`config.mk`:
```
export PLATFORM = sky130hd
export DESIGN_NAME = fetch_queue_flat
export DESIGN_NICKNAME = d
export VERILOG_FILES = /design/src/rtl/fetch_pkg.sv /design/src/rtl/fetch_queue_if.sv /design/src/rtl/fetch_fifo.sv /design/src/rtl/fetch_queue.sv /design/src/flat_wrapper.sv
export SDC_FILE = /design/constraint.sdc
export NUM_CORES = 1
export LEC_CHECK = 0
export BUFFER_PORTS_ARGS = -buffer_cell sky130_fd_sc_hd__buf_2
export CAP_MARGIN = 20
export CELL_PAD_IN_SITES_DETAIL_PLACEMENT = 0
export CELL_PAD_IN_SITES_GLOBAL_PLACEMENT = 1
export CORE_MARGIN = 2
export CORE_UTILIZATION = 49
export DETAILED_ROUTE_END_ITERATION = 8
export PLACE_DENSITY_LB_ADDON = 0.1
export SLEW_MARGIN = 20
export SYNTH_ARGS = -nofsm -noshare
export SYNTH_HDL_FRONTEND = slang
export SYNTH_SLANG_ARGS = --single-unit
```
`constraint.sdc`:
```
create_clock -name clk -period 4.02 [get_ports clk]
set_input_delay 0 -clock clk [delete_from_list [all_inputs] [get_ports clk]]
set_output_delay 0 -clock clk [all_outputs]
set_load 0.05 [all_outputs]
```
`src/rtl/fetch_pkg.sv`:
```
// fetch_pkg: shared bus, entry types and reset defaults for the fetch front end
package fetch_pkg;
    localparam logic [31:0] RESET_PC_DEFAULT = 32'hbfc0_0000;
    typedef struct packed {
        logic        valid;
        logic [31:0] addr;
    } ibus_req_t;
    typedef struct packed {
        logic        addr_ok;
        logic        data_ok;
        logic [31:0] data;
    } ibus_resp_t;
    typedef struct packed {
        logic [31:0] pc;
        logic [31:0] instr;
    } fetch_entry_t;
endpackage

```
`src/rtl/fetch_queue_if.sv`:
```
// fetch_queue_if: instruction bus, redirect and decode handshake of the fetch queue
interface fetch_queue_if;
    import fetch_pkg::*;
    ibus_req_t   ireq;
    ibus_resp_t  iresp;
    logic        redirect_valid;
    logic [31:0] redirect_pc;
    logic        out_valid;
    logic        out_ready;
    logic [31:0] out_pc;
    logic [31:0] out_instr;
    modport master (
        output ireq, out_valid, out_pc, out_instr,
        input  iresp, out_ready, redirect_valid, redirect_pc
    );
    modport slave (
        input  ireq, out_valid, out_pc, out_instr,
        output iresp, out_ready, redirect_valid, redirect_pc
    );
endinterface

```
`src/rtl/fetch_fifo.sv`:
```
// fetch_fifo: registered FIFO of fetched {pc, instr} entries; flush beats push and pop
module fetch_fifo
    import fetch_pkg::*;
#(
    parameter int DEPTH = 4
) (
    input  logic                       clk,
    input  logic                       resetn,
    input  logic                       i_push,
    input  fetch_entry_t               i_data,
    input  logic                       i_pop,
    input  logic                       i_flush,
    output fetch_entry_t               o_head,
    output logic [$clog2(DEPTH+1)-1:0] o_count,
    output logic                       o_full,
    output logic                       o_empty
);
    localparam int AW = $clog2(DEPTH);
    localparam int CW = $clog2(DEPTH+1);
    fetch_entry_t  r_mem [DEPTH];
    logic [AW-1:0] r_rd;
    logic [AW-1:0] r_wr;
    logic [CW-1:0] r_count;
    logic          w_push;
    logic          w_pop;
    assign w_push  = i_push & ~i_flush & ~o_full;
    assign w_pop   = i_pop & ~i_flush & ~o_empty;
    assign o_head  = r_mem[r_rd];
    assign o_count = r_count;
    assign o_full  = r_count == CW'(DEPTH);
    assign o_empty = r_count == '0;
    // pointers and occupancy; power-of-two depth lets the pointers wrap on their own
    always_ff @(posedge clk) begin
        if (!resetn || i_flush) begin
            r_rd    <= '0;
            r_wr    <= '0;
            r_count <= '0;
        end else begin
            if (w_push) r_wr <= r_wr + 1'b1;
            if (w_pop) r_rd <= r_rd + 1'b1;
            r_count <= r_count + CW'(w_push) - CW'(w_pop);
        end
    end
    // entry storage; occupancy alone decides what is visible, so no reset
    always_ff @(posedge clk) begin
        if (w_push) r_mem[r_wr] <= i_data;
    end
endmodule

```
`src/rtl/fetch_queue.sv`:
```
// fetch_queue: sequential fetch issue, in-flight/discard accounting and redirect flush
module fetch_queue
    import fetch_pkg::*;
#(
    parameter int          DEPTH    = 4,
    parameter int          MAX_OUT  = 2,
    parameter logic [31:0] RESET_PC = RESET_PC_DEFAULT
) (
    input logic           clk,
    input logic           resetn,
    fetch_queue_if.master bus
);
    localparam int CW = $clog2(DEPTH+1);
    localparam int OW = $clog2(MAX_OUT+1);
    logic [31:0]   r_fetch_pc;
    logic [31:0]   r_resp_pc;
    logic [31:0]   r_hold_addr;
    logic [OW-1:0] r_out;
    logic [OW-1:0] r_disc;
    logic          r_hold;
    logic          r_stale;
    logic [CW-1:0] w_count;
    logic          w_full;
    logic          w_empty;
    logic          w_issue;
    logic          w_acc;
    logic          w_resp;
    logic          w_push;
    logic          w_pop;
    logic [OW-1:0] w_out_next;
    fetch_entry_t  w_head;
    fetch_entry_t  w_entry;
    // credit rule: outstanding requests plus buffered entries never exceed the FIFO depth
    assign w_issue    = r_hold | (int'(r_out) < MAX_OUT && int'(w_count) + int'(r_out) < DEPTH);
    assign bus.ireq   = '{valid: resetn & w_issue, addr: r_hold ? r_hold_addr : r_fetch_pc};
    assign w_acc      = bus.ireq.valid & bus.iresp.addr_ok;
    assign w_resp     = bus.iresp.data_ok;
    assign w_push     = w_resp & ~bus.redirect_valid & (r_disc == '0) & ~w_full;
    assign w_pop      = bus.out_valid & bus.out_ready;
    assign w_out_next = r_out + OW'(w_acc) - OW'(w_resp);
    assign w_entry    = '{pc: r_resp_pc, instr: bus.iresp.data};
    assign bus.out_valid = resetn & ~w_empty;
    assign bus.out_pc    = resetn ? w_head.pc : '0;
    assign bus.out_instr = resetn ? w_head.instr : '0;
    fetch_fifo #(.DEPTH(DEPTH)) u_fifo (
        .clk     (clk),
        .resetn  (resetn),
        .i_push  (w_push),
        .i_data  (w_entry),
        .i_pop   (w_pop),
        .i_flush (bus.redirect_valid),
        .o_head  (w_head),
        .o_count (w_count),
        .o_full  (w_full),
        .o_empty (w_empty)
    );
    // pcs and in-flight accounting; a held request keeps its address across a redirect
    // and, once stale, is counted as a discard when it is finally accepted
    always_ff @(posedge clk) begin
        if (!resetn) begin
            r_fetch_pc  <= RESET_PC;
            r_resp_pc   <= RESET_PC;
            r_hold_addr <= '0;
            r_out       <= '0;
            r_disc      <= '0;
            r_hold      <= 1'b0;
            r_stale     <= 1'b0;
        end else begin
            r_out       <= w_out_next;
            r_hold      <= bus.ireq.valid & ~bus.iresp.addr_ok;
            r_hold_addr <= bus.ireq.addr;
            if (bus.redirect_valid) begin
                r_fetch_pc <= bus.redirect_pc;
                r_resp_pc  <= bus.redirect_pc;
                r_disc     <= w_out_next;
                r_stale    <= bus.ireq.valid & ~bus.iresp.addr_ok;
            end else begin
                if (w_acc & ~r_stale) r_fetch_pc <= r_fetch_pc + 32'd4;
                if (w_push) r_resp_pc <= r_resp_pc + 32'd4;
                r_disc  <= r_disc - OW'(w_resp & (r_disc != '0)) + OW'(w_acc & r_stale);
                r_stale <= r_stale & ~w_acc;
            end
        end
    end
endmodule

```
`src/flat_wrapper.sv`:
```
// flat-port wrapper written by rule: the top's interface ports become plain ports
module fetch_queue_flat import fetch_pkg::*;
#(
    parameter int          DEPTH    = 4,
    parameter int          MAX_OUT  = 2,
    parameter logic [31:0] RESET_PC = RESET_PC_DEFAULT
)
  (clk, resetn, bus_ireq, bus_out_valid, bus_out_pc, bus_out_instr, bus_iresp, bus_out_ready, bus_redirect_valid, bus_redirect_pc);
  fetch_queue_if bus_i ();
  input logic clk;
  input logic resetn;
  output wire logic [$bits(bus_i.ireq)-1:0] bus_ireq;
  output wire logic [$bits(bus_i.out_valid)-1:0] bus_out_valid;
  output wire logic [$bits(bus_i.out_pc)-1:0] bus_out_pc;
  output wire logic [$bits(bus_i.out_instr)-1:0] bus_out_instr;
  input wire logic [$bits(bus_i.iresp)-1:0] bus_iresp;
  input wire logic [$bits(bus_i.out_ready)-1:0] bus_out_ready;
  input wire logic [$bits(bus_i.redirect_valid)-1:0] bus_redirect_valid;
  input wire logic [$bits(bus_i.redirect_pc)-1:0] bus_redirect_pc;
  assign bus_ireq = bus_i.ireq;
  assign bus_out_valid = bus_i.out_valid;
  assign bus_out_pc = bus_i.out_pc;
  assign bus_out_instr = bus_i.out_instr;
  assign bus_i.iresp = bus_iresp;
  assign bus_i.out_ready = bus_out_ready;
  assign bus_i.redirect_valid = bus_redirect_valid;
  assign bus_i.redirect_pc = bus_redirect_pc;
  fetch_queue #(.DEPTH(DEPTH), .MAX_OUT(MAX_OUT), .RESET_PC(RESET_PC)) u_core (.clk(clk), .resetn(resetn), .bus(bus_i));
endmodule
```
## After elaboration in Yosys (flattened, before gate mapping)

Memories as Yosys holds them, arrays and structs flattened. A register that Yosys moved wholly into a read port is not among the register bits.
Index checks and enable logic that the tools add are counted.

- $add $sub $neg: 11
- $mul: 0
- Div/mod/pow operators: 0
- $lt $le $gt $ge: 2
- Equal/unequal tests: 1
- Shift operators: 0
- Mux-type cells: 13
- Bitwise operators: 23
- Reduce and logical (&&, ||, !) cells: 8

Operator list:

| cell | number |
|---|---|
| two-way mux 32 bit | 7 |
| adder 32 x 3 -> 32 bit (second input constant) | 2 |
| less-than comparator 32 x 4 -> 1 bit (second input constant) | 1 |
| bitwise AND 1 bit | 16 |
| two-way mux 2 bit | 3 |
| NOT 1 bit | 6 |
| nonzero test 2 bit | 3 |
| adder 2 x 1 -> 2 bit (second input constant) | 2 |
| adder 3 x 2 -> 4 bit | 1 |
| adder 3 x 1 -> 3 bit | 1 |
| equality test 3 bit (second input constant) | 1 |
| zero test 3 bit | 1 |
| two-way mux 1 bit | 3 |
| subtractor 3 x 1 -> 3 bit | 1 |
| adder 2 x 1 -> 2 bit | 1 |
| adder 2 bit | 1 |
| zero test 2 bit | 1 |
| less-than comparator 2 bit (second input constant) | 1 |
| subtractor 2 x 1 -> 2 bit | 1 |
| subtractor 2 bit | 1 |
| logical AND 1 bit | 1 |
| zero test 1 bit | 1 |
| logical OR 1 bit | 1 |
| OR 1 bit | 1 |

- Register bits: 109
- Bits in latches: 0
- RAM bits: 256
- ROM bits: 0
- Memories kept: 1

Memory list:

| name | words | width | read ports | clocked after Yosys merged registers in | write ports | RTL line | source |
|---|---|---|---|---|---|---|---|
| u_core.u_fifo.r_mem | 4 | 64 | 1 | 1 | 1 | fetch_fifo.sv:20 | `fetch_entry_t r_mem [DEPTH];` |

## Depth between registers and ports, before layout

Gate-level depths: netlist (run 1).

- Depth in word-level cells: 9
- Depth in mapped cells: 11
- Mapped depth without buffers: 11

## Hierarchy

From an unflattened synthesis (run 1), not the netlist that was laid out.

- Cell total of the unflattened synthesis: 998
- Area total of the unflattened synthesis: 15011.9 um^2

Modules (own cells, without submodules):

| module | times used | cells each | area each (um^2) |
|---|---|---|---|
| fetch_fifo | 1 | 386 | 9751.9 |
| fetch_queue | 1 | 612 | 5260.0 |

## Worst setup path after synthesis (run 1)

No wires, ideal clock.

- Path type: register to register
- Start: register u_core.u_fifo.r_count[1] (netlist: u_core.u_fifo.o_count[1])
- End: memory u_core.u_fifo.r_mem[0][0] in the netlist's numbering (enable)
- Arrival: 2.656 ns
- Setup slack: 0.935 ns
- Cell stages (with the launch flop): 6
- Period minus slack after synthesis: 3.085 ns
- Path through: dfxtp_1 -> or3b_1 -> and3_1 -> buf_2 -> buf_2 -> and3_1

- Cells in the longest elaborated chain, start to end: 7

RTL lines:

| item | RTL line | source |
|---|---|---|
| from (decl) | fetch_fifo.sv:23 | `logic [CW-1:0] r_count;` |
| from (signal assigned) | fetch_fifo.sv:41 | `r_count <= r_count + CW'(w_push) - CW'(w_pop);` |
| equality test 3 bit * | fetch_fifo.sv:30 | `assign o_full = r_count == CW'(DEPTH);` |
| NOT 1 bit * | fetch_fifo.sv:26, fetch_queue.sv:38 |  |
| bitwise AND 1 bit | fetch_queue.sv:38 | `assign w_push = w_resp & ~bus.redirect_valid & (r_disc == '0) & ~w_full;` |
| bitwise AND 1 bit | fetch_fifo.sv:26 | `assign w_push = i_push & ~i_flush & ~o_full;` |
| bitwise AND 1 bit * | fetch_fifo.sv:26 |  |
| two-way mux 1 bit * | fetch_fifo.sv:46 | `if (w_push) r_mem[r_wr] <= i_data;` |
| two-way mux 1 bit (implied by the code) * | fetch_fifo.sv:46 |  |
| to (decl) | fetch_fifo.sv:20 |  |

Mark *: on every way between the ends. The rest lies on a longest branch, timed or not.

## Worst setup path after layout (run 1)

- Start: register u_core.u_fifo.r_count[1] (netlist: u_core.u_fifo.o_count[1])
- End: memory u_core.u_fifo.r_mem[1][2] in the netlist's numbering (enable)

Same word-level chain as after synthesis.

==> results of run 1 <==
[worst max-delay path: stages (launching register included)]
cell and delay [ns]:
dfxtp_1 0.44, or3b_1 0.16, and3_1 0.62, and3_2 0.73, buf_4 0.42
[Yosys cell counts, types with 18 or more instances]
cell	number	area (um^2)
a21oi_1	41	205.2
and2_1	100	625.6
clkbuf_1	37	138.9
dfxtp_1	111	2222
edfxtp_1	256	7687
inv_1	19	71.32
mux2_2	29	326.6
mux4_2	64	1441
nand2_1	37	138.9
nand3_1	21	105.1
nand4_1	25	156.4
nor2_1	33	123.9
o21ai_0	37	185.2
xnor2_1	31	271.5
xor2_1	18	157.7
[logic make-up (layout without fill, tap and decap cells)]
| logic type | after synthesis | count (layout) | share of synthesized area [%] |
|---|---|---|---|
| flip-flops | 367 | 367 | 66.40 |
| buffers and inverters | 70 | 342 | 1.886 |
| XOR/XNOR | 49 | 49 | 2.876 |
| adder cells (fa/ha/maj) | 14 | 14 | 1.224 |
| AO/OA/AOI/OAI | 114 | 114 | 4.377 |
| AND/OR/NAND/NOR | 291 | 291 | 11.32 |
| multiplexers | 94 | 94 | 11.91 |
[what timing repair did]
action	in CTS	in global routing
hold buffers	72	0
endpoints found under the hold margin	195	0
gates resized for setup	0	0
buffers inserted	0	0
[worst paths after layout]
path                                 start                         to  slack (ns)  depth (start not counted)
setup / recovery  u_core.u_fifo.o_count[1]  u_core.u_fifo.r_mem[1][2]        1.30                          4
setup reg to reg  u_core.u_fifo.o_count[1]  u_core.u_fifo.r_mem[1][2]        1.30                          4
hold reg to reg       u_core.r_fetch_pc[1]       u_core.r_fetch_pc[1]        0.49                          2
hold / removal               bus_out_ready      u_core.u_fifo.r_rd[0]        0.03                          4
[metal layers]
layer	GRT usage [%]	share of wire [%]	up-vias
met1	29.26	47	4362
met5	0	0	-
met2	30.78	45	274
li1	-	-	4280
met4	5.556	2.5	0
met3	3.495	5.7	56
[registers in the layout (all words and copies together), names as in the netlist, named ones only]
signal	flops
u_core.r_resp_pc	32
u_core.r_out	2
u_core.u_fifo.r_mem	256
u_core.u_fifo.r_rd	2
u_core.r_fetch_pc	32
u_core.u_fifo.r_wr	2
u_core.r_stale	1
u_core.r_disc	2
u_core.r_hold	1
u_core.r_hold_addr	32
u_core.u_fifo.o_count	3
[power breakdown]
group / internal, uW / switching [uW] / total [uW]
combinational: 306 / 561 / 867
sequential: 4190 / 104 / 4300
clock: 2290 / 1450 / 3740
total: 6790 / 2110 / 8900
[metrics by stage]
step	std cells	cell area [um^2]	util, %
6_report	1661	18250	61.26
5_1_grt	1661	18250	61.26
4_1_cts	1661	18250	61.26
3_5_place_dp	1519	16190	54.33
3_3_place_gp	1519	16190	54.33
2_1_floorplan	999	14920	-
[cell type report]
class	count	share of cell area [%]
Clock buffer	47	5.675
Clock inverter	23	1.693
Inverter	20	0.4113
Multi-Input combinational cell	562	25.95
Sequential cell	367	54.31
Tap cell	390	2.673
Timing Repair Buffer	252	9.281
==> results.md, run 1 <==
- Max-cap violation count: 0
- Vias: 8972
- Number of DRC markers in iteration 0: 676
- Hold WS: 0.02780 ns
- Final Cycle Share: 67.70%
- Worst slew margin: 36.82%
- CTS tree: done
- Average wire per standard cell: 18.93 um
- Fmax: about 0.37 GHz
- Final HPWL DP: 19550 um
- Detailed-router iteration count before antenna repair: 5
- Final nets: 1325
- Routed vias/inst: 5.402
- Die X: 178.5 um
- Die H: 178.5 um
- Post-Synthesis Cell Area: ~0.015 mm^2
- Remaining DRCs: 0
- Clk Latency, worst-skew pair: 0.53 ns
- Max Transition Viols Final: 0
- RSZ-0062 raised after global routing: no
- Number of global-route vias before repair: 8699
- Setup slack after layout: 1.299 ns
- Commonest non-fill, non-tap cells in the layout: edfxtp_1, buf_2, dfxtp_1, and2_1, dlygate4sd3_1
- CTS max path bufs: 3
- Share of layout cells above drive strength 1: 27.85%
- Post-Syn Instances: between 900 and 1000
- Io pins: 168
- Placement Setup Slack: 1.230 ns
- EDFF count, synth: 256
- Crit Path Max Fanout: 25
- Seq/Total Area, Yosys: 66.40%
- Htree depth: 2
- Layout fillers: 2331
- Worst-Margin Slew: 0.9477 ns
- Leakage power: roughly 0.0064 uW
- Power Density: between 400 and 500 mW/mm^2
- Async SR Flop Fraction: 0%
- Worst Hold Class: in2reg
- Final setup fails: 0
- Global route total overflow: 0
- Cell row count: 63
- Syn_nets: 1083
- GPL Wtd Cong: 0.8164
- Global-route wire length before repair: 48810 um
- Outcome: finished, final reports clean
- Routed wire length: 31440 um
- P&R area growth vs syn: 22.32%
- Final ANT Viol Nets: 0
- CP startpoint kind: flop
- Initial Util: about half
- Critical Path RT: 4.22 ns
- Period minus WS final: 2.722 ns
- Synth Flop Type: edfxtp_1
- Commonest non-fill, non-tap cell in the layout: edfxtp_1
- Worst VDD drop: 0.0003187 V
- PortBufs: 167
- GRT Total Usage: between 10% and 20%
- Worst-path clk slew: around 0.060 ns
- Core area: 0.02980 mm^2
- CTS sink cnt: 367
- Die area: 0.03187 mm^2
- Setup tns final: 0 ns
- #FFs+latches synth: 367
- ANT cells: 0
- Syn_area_per_cell: 14.94 um^2
- Final Hold Fails: 0
- CTS Buf Count: 38
- Critical path class: reg2reg
- Total Power: ~9000 uW
- Initial antenna violation count: 0
- Largest net degree at the start of global routing: 72
- Sequential cell area: 0.009915 mm^2
- CP Data Arrival Time: 2.92 ns
- Layout Skew: 0.01344 ns
- Synth warn: 0
- Yosys cell types: 54
- Area of the multi-input gates: roughly 0.0047 mm^2
- Root Buffer: clkbuf_16
- Crit end category: flop
Power figures use the tool's default switching activity.
==> run 2, diff against run 1 <==
- clock period: 4.02 -> 2.8 ns (I/O delays scaled with it)
==> results.md, run 2 (synthesis gave the netlist of run 1 again) <==
- Commonest non-fill, non-tap cell in the layout: edfxtp_1
- P&R area growth vs syn: 22.40%
- Final nets: 1332
- Worst R2R Path Depth: 11
- Detailed-router iteration count before antenna repair: 7
- Vias: 8950
- RSZ-0062 raised after global routing: no
- Setup tns final: 0 ns
- Worst path slowest cell: dfxtp_4
- CP startpoint kind: flop
- Final core occ: roughly three fifths
- GPL Wtd Cong: 0.8404
- Htree depth: 2
- Hold WS: 0.1153 ns
- Cell chain of the critical path: buf_12 -> mux4_2 -> and2_1 -> buf_2
- Max-cap violation count: 0
- Period minus WS final: about 2.4 ns
- Final setup fails: 0
- Crit end category: output pin
- Outcome: finished, final reports clean
- Final HPWL DP: 19460 um
- Worst-path clk slew: around 0.060 ns
- Average wire per standard cell: 18.77 um
- Routed wire length: 31330 um
- Max reg flops: 256
- CTS Buf Count: 39
- Initial antenna violation count: 0
- Worst-Margin Slew: roughly 0.75 ns
- Critical path class: reg2out
- Layout fillers: around 2300
- Initial Util: 50.08%
- Largest net degree at the start of global routing: 65
- Global-route wire length before repair: 49210 um
- Share of layout cells above drive strength 1: 28.23%
- CTS tree: done
- Number of DRC markers in iteration 0: around 710
- Worst slew margin: between 40% and 50%
- Global route total overflow: 0
- Layout Skew: 0.01772 ns
- Reg2reg setup slack: 0.37 ns
- Commonest non-fill, non-tap cells in the layout: edfxtp_1, buf_2, dfxtp_1, and2_1, dlygate4sd3_1
- Power Density: 683.1 mW/mm^2
- Final Hold Fails: 0
- Final ANT Viol Nets: 0
- Clk Latency, worst-skew pair: 0.53 ns
- Biggest register: u_core.u_fifo.r_mem
- Post-CTS repair timing setup buffer count: 0
- Leakage power: 0.006457 uW
- Die H: 178.5 um
- Critical R2R Launch: u_core.u_fifo.o_count[1]
- Die X: 178.5 um
- Die area: 0.03187 mm^2
- Total Power: 12480 uW
- Number of global-route vias before repair: 8848
- CP max stage delay: 0.69 ns
- Io pins: about 170
- Critical Path RT: 2.80 ns
- Final Cycle Share: ~87%
- Root Buffer: clkbuf_16
- Max Transition Viols Final: 0
- Remaining DRCs: 0
- Crit path to: bus_out_instr[6]
- PortBufs: 167
- CTS max path bufs: 3
- Worst VDD drop: 0.0004542 V
- Fmax: slightly above 0.4 GHz
- Core area: 0.02980 mm^2
- Post_cts resized: 0
- CTS sink cnt: 367
- Cell row count: between 60 and 70
- Worst Hold Class: in2reg
- GRT Total Usage: 20.08%
- Crit Path Max Fanout: 23
- Routed vias/inst: around 5.4
- Reg2reg end: u_core.r_disc[1]
- CP Data Arrival Time: 2.44 ns
- ANT cells: 0
[run 2: cell types whose count changed in the layout (fill, tap and decap cells not counted), moves of 2 or more]
cell	previous run	this run
clkinvlp_2	2	0
buf_4	11	17
clkinv_2	6	8
clkinv_4	0	2
bufinv_16	7	4
buf_12	3	7
clkinv_1	5	9
dlygate4sd3_1	72	68
clkbuf_8	3	0
[run 2: worst max-delay path: cells and delay by family (launching register included)]
kind          cells  cell delay (ns)
flops             1             0.69
mux               1             0.53
buf+inv           2             0.49
simple gates      1             0.18
[run 2: where the power goes]
part | internal (uW) | switching [uW] | total [uW]
logic | 453 | 814 | 1270
registers | 6020 | 149 | 6170
clock network | 3000 | 2040 | 5040
[run 2: per-stage QoR]
stage / worst slack [ns] / instances / area, um^2
final: 0.3578 / 1669 / 18270
after global routing: 0.1759 / 1669 / 18270
after CTS: 0.2740 / 1669 / 18270
after detailed placement: 0.4037 / 1529 / 16310
after global placement: 0.4375 / 1529 / 16310
after floorplan: 0.2281 / 999 / 14930
[run 2: worst min-delay path by stage]
stage	startpoint	end	slack, ns	depth (start not counted)
3_3_place_gp	bus_iresp[33]	u_core.r_hold	0.21	2
6_report	bus_out_ready	u_core.u_fifo.r_rd[0]	0.12	5
2_1_floorplan	bus_iresp[33]	u_core.r_hold	0.07	1
3_5_place_dp	bus_iresp[33]	u_core.r_hold	0.19	2
5_1_grt	bus_out_ready	u_core.u_fifo.r_rd[0]	0.13	5
4_1_cts	bus_out_ready	u_core.u_fifo.r_rd[0]	0.09	5
[run 2: final cells by class]
| cell class | instances | area (um^2) | share of cell area (%) |
|---|---|---|---|
| Clock buffer | 46 | 1023 | 5.603 |
| Sequential cell | 367 | 9915 | 54.28 |
| Inverter | 20 | 75.07 | 0.4110 |
| Timing Repair Buffer | 258 | 1779 | 9.740 |
| Clock inverter | 26 | 249.0 | 1.363 |
| Multi-Input combinational cell | 562 | 4737 | 25.93 |
| Tap cell | 390 | 488.0 | 2.671 |
[run 2: repair_timing]
action / 4_1_cts / 5_1_grt
setup endpoints to repair: 0 / 0
hold buffers: 68 / 0
endpoints found under the hold margin: 209 / 0
[run 2: layer usage]
layer / up-vias / part of all wire [%] / track usage [%]
met3: 51 / 5.0 / 3.176
met4: 0 / 2.1 / 5.183
li1: 4300 / - / -
met1: 4346 / 47 / 28.96
met2: 253 / 46 / 32.05
met5: - / 0 / 0
